### config.mk
export PLATFORM = sky130hd
export DESIGN_NAME = stone_placer_flat
export DESIGN_NICKNAME = d
export VERILOG_FILES = /design/src/rtl/stone_placer_if.sv /design/src/rtl/stone_placer.sv /design/src/flat_wrapper.sv
export SDC_FILE = /design/constraint.sdc
export NUM_CORES = 1
export LEC_CHECK = 0
export CAP_MARGIN = 5
export CORE_MARGIN = 2
export CORE_UTILIZATION = 41
export CTS_CLUSTER_DIAMETER = 150
export DETAILED_ROUTE_END_ITERATION = 6
export PLACE_DENSITY = 0.77
export SETUP_SLACK_MARGIN = 0.02
export SYNTH_ARGS = -nofsm -noshare
export SYNTH_HDL_FRONTEND = slang
export SYNTH_SLANG_ARGS = --single-unit
### constraint.sdc
create_clock -name clk -period 2.7 [get_ports clk]
set_clock_uncertainty 0.15 [all_clocks]
set_input_delay 0.54 -clock clk [delete_from_list [all_inputs] [get_ports clk]]
set_output_delay 0.54 -clock clk [all_outputs]
set_load 0.02 [all_outputs]
### src/rtl/stone_placer_if.sv
// Bundles the game-flow, point-calculation handshake and board-memory signals of stone_placer.
// The placer connects through master; the surrounding system (or a bench) connects through slave.
interface stone_placer_if;
   logic       start;
   logic       humanValid;
   logic [4:0] humanX;
   logic [4:0] humanY;
   logic       enaPointCal;
   logic       donePointCal;
   logic [4:0] XlocClick;
   logic [4:0] YlocClick;
   logic [4:0] boardRdX;
   logic [4:0] boardRdY;
   logic [1:0] boardRdData;
   logic       boardWe;
   logic [4:0] boardWrX;
   logic [4:0] boardWrY;
   logic [1:0] boardWrData;
   logic       turn;
   logic [1:0] stonesLeft;
   logic [8:0] stoneCount;
   logic       placeDone;
   logic       illegal;
   logic       gameOver;
   logic       aiFault;

   modport master (
      input  start, humanValid, humanX, humanY, donePointCal, XlocClick, YlocClick, boardRdData,
      output enaPointCal, boardRdX, boardRdY, boardWe, boardWrX, boardWrY, boardWrData,
             turn, stonesLeft, stoneCount, placeDone, illegal, gameOver, aiFault
   );

   modport slave (
      output start, humanValid, humanX, humanY, donePointCal, XlocClick, YlocClick, boardRdData,
      input  enaPointCal, boardRdX, boardRdY, boardWe, boardWrX, boardWrY, boardWrData,
             turn, stonesLeft, stoneCount, placeDone, illegal, gameOver, aiFault
   );
endinterface

### src/rtl/stone_placer.sv
// Connect6-style move sequencer: takes human or AI moves, validates them against the board,
// writes the stone and tracks whose turn it is, stones owed this turn and the board fill level.
module stone_placer #(
   parameter int BRD_W    = 19,
   parameter int BRD_H    = 19,
   parameter int AI_COLOR = 1
) (
   input logic            clk,
   input logic            reset,
   stone_placer_if.master bus
);

   localparam logic [8:0] CELLS   = 9'(BRD_W * BRD_H);
   localparam logic [5:0] W_LIM   = 6'(BRD_W);
   localparam logic [5:0] H_LIM   = 6'(BRD_H);
   localparam logic       AI_SIDE = 1'(AI_COLOR);

   typedef enum logic [3:0] {
      IDLE, WAIT_MOVE, AI_REQ, AI_WAIT, CHECK_RD, CHECK_EVAL, WRITE, ADVANCE, FULL
   } state_t;

   state_t     state_q, state_d;
   logic [1:0] sync_q;
   logic [4:0] x_q, x_d;
   logic [4:0] y_q, y_d;
   logic       turn_q, turn_d;
   logic [1:0] left_q, left_d;
   logic [8:0] cnt_q, cnt_d;
   logic       fault_q, fault_d;
   logic       move_bad;

   // Reset asserts asynchronously but releases two edges later, so the FSM never leaves on a runt edge.
   always_ff @(posedge clk or negedge reset) begin
      if (!reset) sync_q <= 2'b00;
      else        sync_q <= {sync_q[0], 1'b1};
   end

   always_ff @(posedge clk or negedge reset) begin
      if (!reset) begin
         state_q <= IDLE;
         turn_q  <= 1'b0;
         left_q  <= 2'd0;
         cnt_q   <= 9'd0;
         fault_q <= 1'b0;
      end else if (!sync_q[1]) begin
         state_q <= IDLE;
         turn_q  <= 1'b0;
         left_q  <= 2'd0;
         cnt_q   <= 9'd0;
         fault_q <= 1'b0;
      end else begin
         state_q <= state_d;
         turn_q  <= turn_d;
         left_q  <= left_d;
         cnt_q   <= cnt_d;
         fault_q <= fault_d;
      end
   end

   // Move coordinates are pure data; they are only visible on the ports in the states that use them.
   always_ff @(posedge clk) begin
      x_q <= x_d;
      y_q <= y_d;
   end

   assign move_bad = ({1'b0, x_q} >= W_LIM) || ({1'b0, y_q} >= H_LIM) || (bus.boardRdData != 2'b00);

   always_comb begin
      state_d = state_q;
      x_d     = x_q;
      y_d     = y_q;
      turn_d  = turn_q;
      left_d  = left_q;
      cnt_d   = cnt_q;
      fault_d = fault_q;
      case (state_q)
         IDLE, FULL: begin
            if (bus.start) begin
               state_d = WAIT_MOVE;
               turn_d  = 1'b0;
               left_d  = 2'd1;
               cnt_d   = 9'd0;
               fault_d = 1'b0;
            end
         end
         WAIT_MOVE: begin
            if (turn_q == AI_SIDE) begin
               state_d = AI_REQ;
            end else if (bus.humanValid) begin
               x_d     = bus.humanX;
               y_d     = bus.humanY;
               state_d = CHECK_RD;
            end
         end
         AI_REQ: state_d = AI_WAIT;
         AI_WAIT: begin
            if (bus.donePointCal) begin
               x_d     = bus.XlocClick;
               y_d     = bus.YlocClick;
               state_d = CHECK_RD;
            end
         end
         CHECK_RD: state_d = CHECK_EVAL;
         CHECK_EVAL: begin
            if (!move_bad) begin
               state_d = WRITE;
            end else if (turn_q == AI_SIDE) begin
               fault_d = 1'b1;
               state_d = IDLE;
            end else begin
               state_d = WAIT_MOVE;
            end
         end
         WRITE: begin
            if (cnt_q != CELLS) cnt_d = cnt_q + 9'd1;
            if (left_q != 2'd0) left_d = left_q - 2'd1;
            state_d = ADVANCE;
         end
         ADVANCE: begin
            if (cnt_q == CELLS) begin
               state_d = FULL;
            end else begin
               // After the single opening stone every turn owes two stones.
               if (left_q == 2'd0) begin
                  turn_d = ~turn_q;
                  left_d = 2'd2;
               end
               state_d = WAIT_MOVE;
            end
         end
         default: state_d = IDLE;
      endcase
   end

   always_comb begin
      bus.enaPointCal = 1'b0;
      bus.boardRdX    = 5'd0;
      bus.boardRdY    = 5'd0;
      bus.boardWe     = 1'b0;
      bus.boardWrX    = 5'd0;
      bus.boardWrY    = 5'd0;
      bus.boardWrData = 2'b00;
      bus.placeDone   = 1'b0;
      bus.illegal     = 1'b0;
      bus.turn        = turn_q;
      bus.stonesLeft  = left_q;
      bus.stoneCount  = cnt_q;
      bus.aiFault     = fault_q;
      bus.gameOver    = (state_q == FULL);
      case (state_q)
         AI_REQ:     bus.enaPointCal = 1'b1;
         CHECK_RD: begin
            bus.boardRdX = x_q;
            bus.boardRdY = y_q;
         end
         CHECK_EVAL: bus.illegal = move_bad;
         WRITE: begin
            bus.boardWe     = 1'b1;
            bus.boardWrX    = x_q;
            bus.boardWrY    = y_q;
            bus.boardWrData = {turn_q, ~turn_q};
         end
         ADVANCE:    bus.placeDone = 1'b1;
         default: ;
      endcase
   end

endmodule

### src/flat_wrapper.sv
// flat-port wrapper written by rule: the top's interface ports become plain ports
module stone_placer_flat 
#(
   parameter int BRD_W    = 19,
   parameter int BRD_H    = 19,
   parameter int AI_COLOR = 1
)
  (clk, reset, bus_start, bus_humanValid, bus_humanX, bus_humanY, bus_donePointCal, bus_XlocClick, bus_YlocClick, bus_boardRdData, bus_enaPointCal, bus_boardRdX, bus_boardRdY, bus_boardWe, bus_boardWrX, bus_boardWrY, bus_boardWrData, bus_turn, bus_stonesLeft, bus_stoneCount, bus_placeDone, bus_illegal, bus_gameOver, bus_aiFault);
  stone_placer_if bus_i ();
  input logic clk;
  input logic reset;
  input wire logic [$bits(bus_i.start)-1:0] bus_start;
  input wire logic [$bits(bus_i.humanValid)-1:0] bus_humanValid;
  input wire logic [$bits(bus_i.humanX)-1:0] bus_humanX;
  input wire logic [$bits(bus_i.humanY)-1:0] bus_humanY;
  input wire logic [$bits(bus_i.donePointCal)-1:0] bus_donePointCal;
  input wire logic [$bits(bus_i.XlocClick)-1:0] bus_XlocClick;
  input wire logic [$bits(bus_i.YlocClick)-1:0] bus_YlocClick;
  input wire logic [$bits(bus_i.boardRdData)-1:0] bus_boardRdData;
  output wire logic [$bits(bus_i.enaPointCal)-1:0] bus_enaPointCal;
  output wire logic [$bits(bus_i.boardRdX)-1:0] bus_boardRdX;
  output wire logic [$bits(bus_i.boardRdY)-1:0] bus_boardRdY;
  output wire logic [$bits(bus_i.boardWe)-1:0] bus_boardWe;
  output wire logic [$bits(bus_i.boardWrX)-1:0] bus_boardWrX;
  output wire logic [$bits(bus_i.boardWrY)-1:0] bus_boardWrY;
  output wire logic [$bits(bus_i.boardWrData)-1:0] bus_boardWrData;
  output wire logic [$bits(bus_i.turn)-1:0] bus_turn;
  output wire logic [$bits(bus_i.stonesLeft)-1:0] bus_stonesLeft;
  output wire logic [$bits(bus_i.stoneCount)-1:0] bus_stoneCount;
  output wire logic [$bits(bus_i.placeDone)-1:0] bus_placeDone;
  output wire logic [$bits(bus_i.illegal)-1:0] bus_illegal;
  output wire logic [$bits(bus_i.gameOver)-1:0] bus_gameOver;
  output wire logic [$bits(bus_i.aiFault)-1:0] bus_aiFault;
  assign bus_i.start = bus_start;
  assign bus_i.humanValid = bus_humanValid;
  assign bus_i.humanX = bus_humanX;
  assign bus_i.humanY = bus_humanY;
  assign bus_i.donePointCal = bus_donePointCal;
  assign bus_i.XlocClick = bus_XlocClick;
  assign bus_i.YlocClick = bus_YlocClick;
  assign bus_i.boardRdData = bus_boardRdData;
  assign bus_enaPointCal = bus_i.enaPointCal;
  assign bus_boardRdX = bus_i.boardRdX;
  assign bus_boardRdY = bus_i.boardRdY;
  assign bus_boardWe = bus_i.boardWe;
  assign bus_boardWrX = bus_i.boardWrX;
  assign bus_boardWrY = bus_i.boardWrY;
  assign bus_boardWrData = bus_i.boardWrData;
  assign bus_turn = bus_i.turn;
  assign bus_stonesLeft = bus_i.stonesLeft;
  assign bus_stoneCount = bus_i.stoneCount;
  assign bus_placeDone = bus_i.placeDone;
  assign bus_illegal = bus_i.illegal;
  assign bus_gameOver = bus_i.gameOver;
  assign bus_aiFault = bus_i.aiFault;
  stone_placer #(.BRD_W(BRD_W), .BRD_H(BRD_H), .AI_COLOR(AI_COLOR)) u_core (.clk(clk), .reset(reset), .bus(bus_i));
endmodule
**Word-level counts from Yosys, hierarchy flattened**

Cells that the tools add are included.

- Bits in registers: 29
- Bits in latches: 0
- RAM bits: 0
- Bits in read-only memories: 0
- Input bits: 27
- Output and inout port bits: 40
- Logic and storage cells: 98
- Memories: 0

- $add $sub $neg: 2
- $mul: 0
- Div/mod/pow operators: 0
- $lt $le $gt $ge: 2
- Eq/ne operators: 26
- Shift operators: 0
- Muxes and demuxes: 45
- Bitwise logic cells: 1
- Reduce and logical (&&, ||, !) cells: 14

Operators by type and width:

| kind | number |
|---|---|
| 2-to-1 mux 5 bit | 10 |
| != test 3 bit, second input constant | 11 |
| one-hot mux 4 bit (8 select lines) | 1 |
| 2-to-1 mux 4 bit | 7 |
| 2-to-1 mux 9 bit | 3 |
| one-hot mux 5 bit (2 select lines) | 2 |
| one-hot mux 9 bit (2 select lines) | 1 |
| == test 4 x 3 -> 1 bit, second input constant | 4 |
| 2-to-1 mux 1 bit | 12 |
| 2-to-1 mux 2 bit | 6 |
| AND reduction 4 bit | 3 |
| greater-or-equal comparator 5 bit, second input constant | 2 |
| adder 9 x 1 -> 9 bit, second input constant | 1 |
| == test 9 bit, second input constant | 1 |
| != test 9 bit, second input constant | 1 |
| == test 4 x 2 -> 1 bit, second input constant | 2 |
| != test 4 bit, second input constant | 2 |
| != test 2 bit, second input constant | 3 |
| one-hot mux 2 bit (3 select lines) | 1 |
| AND reduction 3 bit | 2 |
| nonzero test 2 bit | 3 |
| AND reduction 5 bit | 1 |
| == test 4 x 1 -> 1 bit, second input constant | 1 |
| == test 4 bit, second input constant | 1 |
| 7 further kinds | 9 |

**Logic depth before layout (Yosys ltp)**

- Depth after elaboration: 6
- Mapped depth: 7
- Depth with buffers taken out: 6

**Least setup slack after synthesis**

No wires, ideal clock.

- Path kind: register to register
- Start: register u_core.turn_q, in the netlist u_core.bus.turn
- End: register u_core.x_q[0] (enable)
- Library setup time: 0.408 ns
- Arrival: 2.004 ns
- Required time: 2.142 ns
- Slack: 0.139 ns
- Stages on the path, launching flop included: 5
- Buffers on the path: 1
- Clock period less this slack: 2.561 ns
- Cell sequence: dfrtp_1 clkbuf_1 nor2_1 a22oi_1 nor4b_1

- Longest elaborated chain between the ends: 2

Ends and longest elaborated chain:

| element | RTL line | text |
|---|---|---|
| start: declaration | stone_placer.sv:26 | `logic turn_q, turn_d;` |
| start signal: assignment | stone_placer.sv:53 | `turn_q <= turn_d;` |
| != test 2 bit (no line) | -- |  |
| AND reduction 4 bit (no line) | -- |  |
| end signal: assignment | stone_placer.sv:62 | `x_q <= x_d;` |
| end: declaration | stone_placer.sv:24 | `logic [4:0] x_q, x_d;` |

Every way passes these cells.
A chain may end at the register's enable or synchronous reset.

**Worst setup path in the final report**

- Start: register u_core.state_q[1]
- End: output port bus_placeDone

- Longest elaborated chain between the ends: 2

Ends and longest elaborated chain:

| element | RTL line | text |
|---|---|---|
| start: declaration | stone_placer.sv:22 | `state_t state_q, state_d;` |
| start signal: assignment | stone_placer.sv:52 | `state_q <= state_d;` |
| == test 4 x 3 -> 1 bit | stone_placer.sv:150 | `case (state_q)` |
| 2-to-1 mux 1 bit | stone_placer.sv:150 |  |
| end: declaration | flat_wrapper.sv:30 | `output wire logic [$bits(bus_i.placeDone)-1:0] bus_placeDone;` |

Every way passes these cells.

==> results <==
## final cells by class
type                       instances  area (µm²)
multi-input combinational        139        1020
clock inverter                     2        33.8
inverter                          12        47.5
tap                               52        65.1
timing repair buffer              79         808
sequential                        29         778
clock buffer                       6        72.6
fill                             354        1560
## worst max path at each step
| stage | from | end | slack (ns) | cells after the start |
|---|---|---|---|---|
| final | u_core.state_q[1] | bus_placeDone | 0.09 | 4 |
| after global routing | u_core.state_q[1] | bus_placeDone | -0.05 | 4 |
| after CTS | u_core.state_q[0] | bus_boardWrX[2] | 0.03 | 4 |
| after detailed placement | bus_boardRdData[0] | bus_illegal | 0.16 | 5 |
| after global placement | bus_boardRdData[1] | bus_illegal | 0.17 | 5 |
| after floorplan | u_core.bus.turn | u_core.x_q[0] | 0.14 | 4 |
## power by group through the flow
stage / clock network (mW) / registers [mW] / logic (mW)
CTS: 0.447 / 0.551 / 0.493
finish: 0.439 / 0.554 / 0.491
global placement: 0 / 0.557 / 0.483
global route: 0.469 / 0.564 / 0.535
detailed placement: 0 / 0.559 / 0.490
floorplan: 0 / 0.544 / 0.302
## synthesized netlist by cell type (4+ instances only)
cell type  instances
a22oi_1            4
a31oi_1            5
and2_1            21
clkbuf_1           9
dfrtp_1           19
edfxtp_1          10
inv_1             11
mux2_2            10
mux2i_1            4
nand2_1            9
nand4_1            4
nor2_1            14
nor2b_1            5
## cell families after synthesis
family | synth area share, %
muxes | 8.91
adders and majority gates | 1.99
and+or+nand+nor | 25.7
other | 0.199
AOI/OAI and AO/OA | 17.0
DFF | 41.2
buffers and inverters | 5.05
## layer usage
layer  share of wire [%]  up-vias  track usage (%)
li1                    -      852                -
met1                  44      842             25.1
met2                  50       47             31.5
met3                 4.6        6             4.64
met4                 1.4        0             5.87
met5                   0        -                0
## registers in the layout (all words and copies together), names as in the netlist
register / flops
u_core.x_q: 5
u_core.y_q: 5
u_core.bus.stonesLeft: 2
u_core.bus.aiFault: 1
u_core.sync_q: 2
u_core.bus.stoneCount: 9
u_core.state_q: 4
u_core.bus.turn: 1
## what timing repair did
action	CTS	global route
pin swaps	0	1
resized for setup	1	23
setup endpoints to repair	9	24
buffers inserted	0	3
## through the flow
| stage | power (mW) | setup TNS [ns] | setup WS, ns | cells |
|---|---|---|---|---|
| after floorplan | 0.846 | 0 | 0.139 | 191 |
| after global placement | 1.04 | 0 | 0.166 | 308 |
| after detailed placement | 1.05 | 0 | 0.156 | 308 |
| after CTS | 1.49 | 0 | 0.0255 | 316 |
| after global routing | 1.57 | -0.0556 | -0.0505 | 319 |
| final | 1.48 | 0 | 0.0853 | 319 |
## worst reg2reg max path, cell delays in order (launching register included)
cell and delay [ns]:
dfrtp_1 0.50, or4b_4 0.63, o21ai_4 0.28, nand2_4 0.11, mux2_4 0.30
==> out/results.ini <==
[run_status]
outcome = completed

[critical_path]
critical_path_class = flop to output port
r2r-end = u_core.bus.stoneCount[1]
crit_slowest_cell = clkdlybuf4s50_1
worstPathArrival_ns = 1.92
cp.required_ns = 2.01
rrSetupSlack_ns = 0.62
crit_fanout = 11
path_delay_family = buffers and inverters
critPathBufInv = 3
reg2reg_from = u_core.bus.stoneCount[4]
worstPathCellList = buf_4 > nand4b_1 > inv_1 > clkdlybuf4s50_1
max_stage_delay_ns = 0.61
cp-start-kind = flop
worst-r2r-cell-count = 4
crit_path_end_kind = output port

[synthesis]
syn_inst = 191
yosys-top-cells-area = dfrtp_1 (25%), edfxtp_1 (16%), and2_1 (7.0%)
synth_nets = 221
yosysUniqueCellTypes = 55
synth-seq-cells = 29
synth_ff_type = dfrtp_1
syn_area_per_cell_um2 = 9.85
yosysSeqAreaShare_pct = 41.2
syn_area_um2 = 1880
synth-edff-count = 10
yosys_warnings = 0
synth_top_area_share_pct = 25.3
yosysTopAreaCell = dfrtp_1
async_reset_ff_share_pct = 65.5

[routing]
first_pass_iters = 4
vias = 1747
vias_per_cell = 5.48
drt-total-wl_mm = 4.95
drtIter0Drc = 87
ant_nets = 0
avgRoutedWirePerCell_um = 15.5
drcViolationCount = 0

[global_routing]
grt_max_degree = 20
antenna_found_initial = 0
grt_usage_pct = 19.2
grt_pass1_vias = 1615
grt_pass1_wl_mm = 7.75
grt_overflow = 0

[sta]
rsz0062_at_grt = yes
hold_viol = 0
period_minus_slack_ns = 2.61
fmax_ghz = 0.382
final_max_slew_viol_count = 0
tightestPinTransition_ns = 0.608
setup_viol = 0
hold_ws_ns = 0.202
relSlewSlack_pct = 59.4
period_share_pct = 96.8

[die]
ioPinCount = 67
die_x_um = 71.7
die_area_um2 = 5150
die_h_um = 71.7
rows = 24
initial_core_util_pct = 42.9
core-area_um2 = 4380

[layout]
drive_gt1_share_pct = 15.0
syn2layout_area_growth_pct = 50.3
nNetsFinal = 296
final_core_util_pct = 64.5
layout.cells.most_common = clkdlybuf4s50_1
final_cell_mix = clkdlybuf4s50_1 (46), and2_1 (21), dlymetal6s2s_1 (20)
design_area_um2 = 2830
diodes = 0

[place]
placed_area_um2 = 2640
gp_congestion = 0.868
hpwl_mm = 3.53
portBuffers = 66

[clocking]
cts_sinks = 29
cts.path.max_buffers = 2
htreeDepth = 2
clkTransAtPathRegs_ns = 0.06
tritoncts = built
holdBufCountCts = 0
numCtsBuffers = 5
clk_latency_ns = 0.28
clock-root-buffer = clkbuf_8

[hold_path]
min_path_cells = 0
min_to = u_core.sync_q[1]
hp-start = u_core.sync_q[0]
worstHoldPathType = flop to flop

[pwr]
swShare_pct = 30.9
p_int_mw = 1.03
powerDensity_nw_per_um2 = 525
vdd_drop_max_v = 0.000295
power_frac_seq_pct = 37.3
power_frac_clock_pct = 29.6
p_sw_uw = 459
combPwrFrac_pct = 33.1
p_leak_nw = 1.48

[job]
drv_cap = 0

Power figures use the tool's default switching activity.
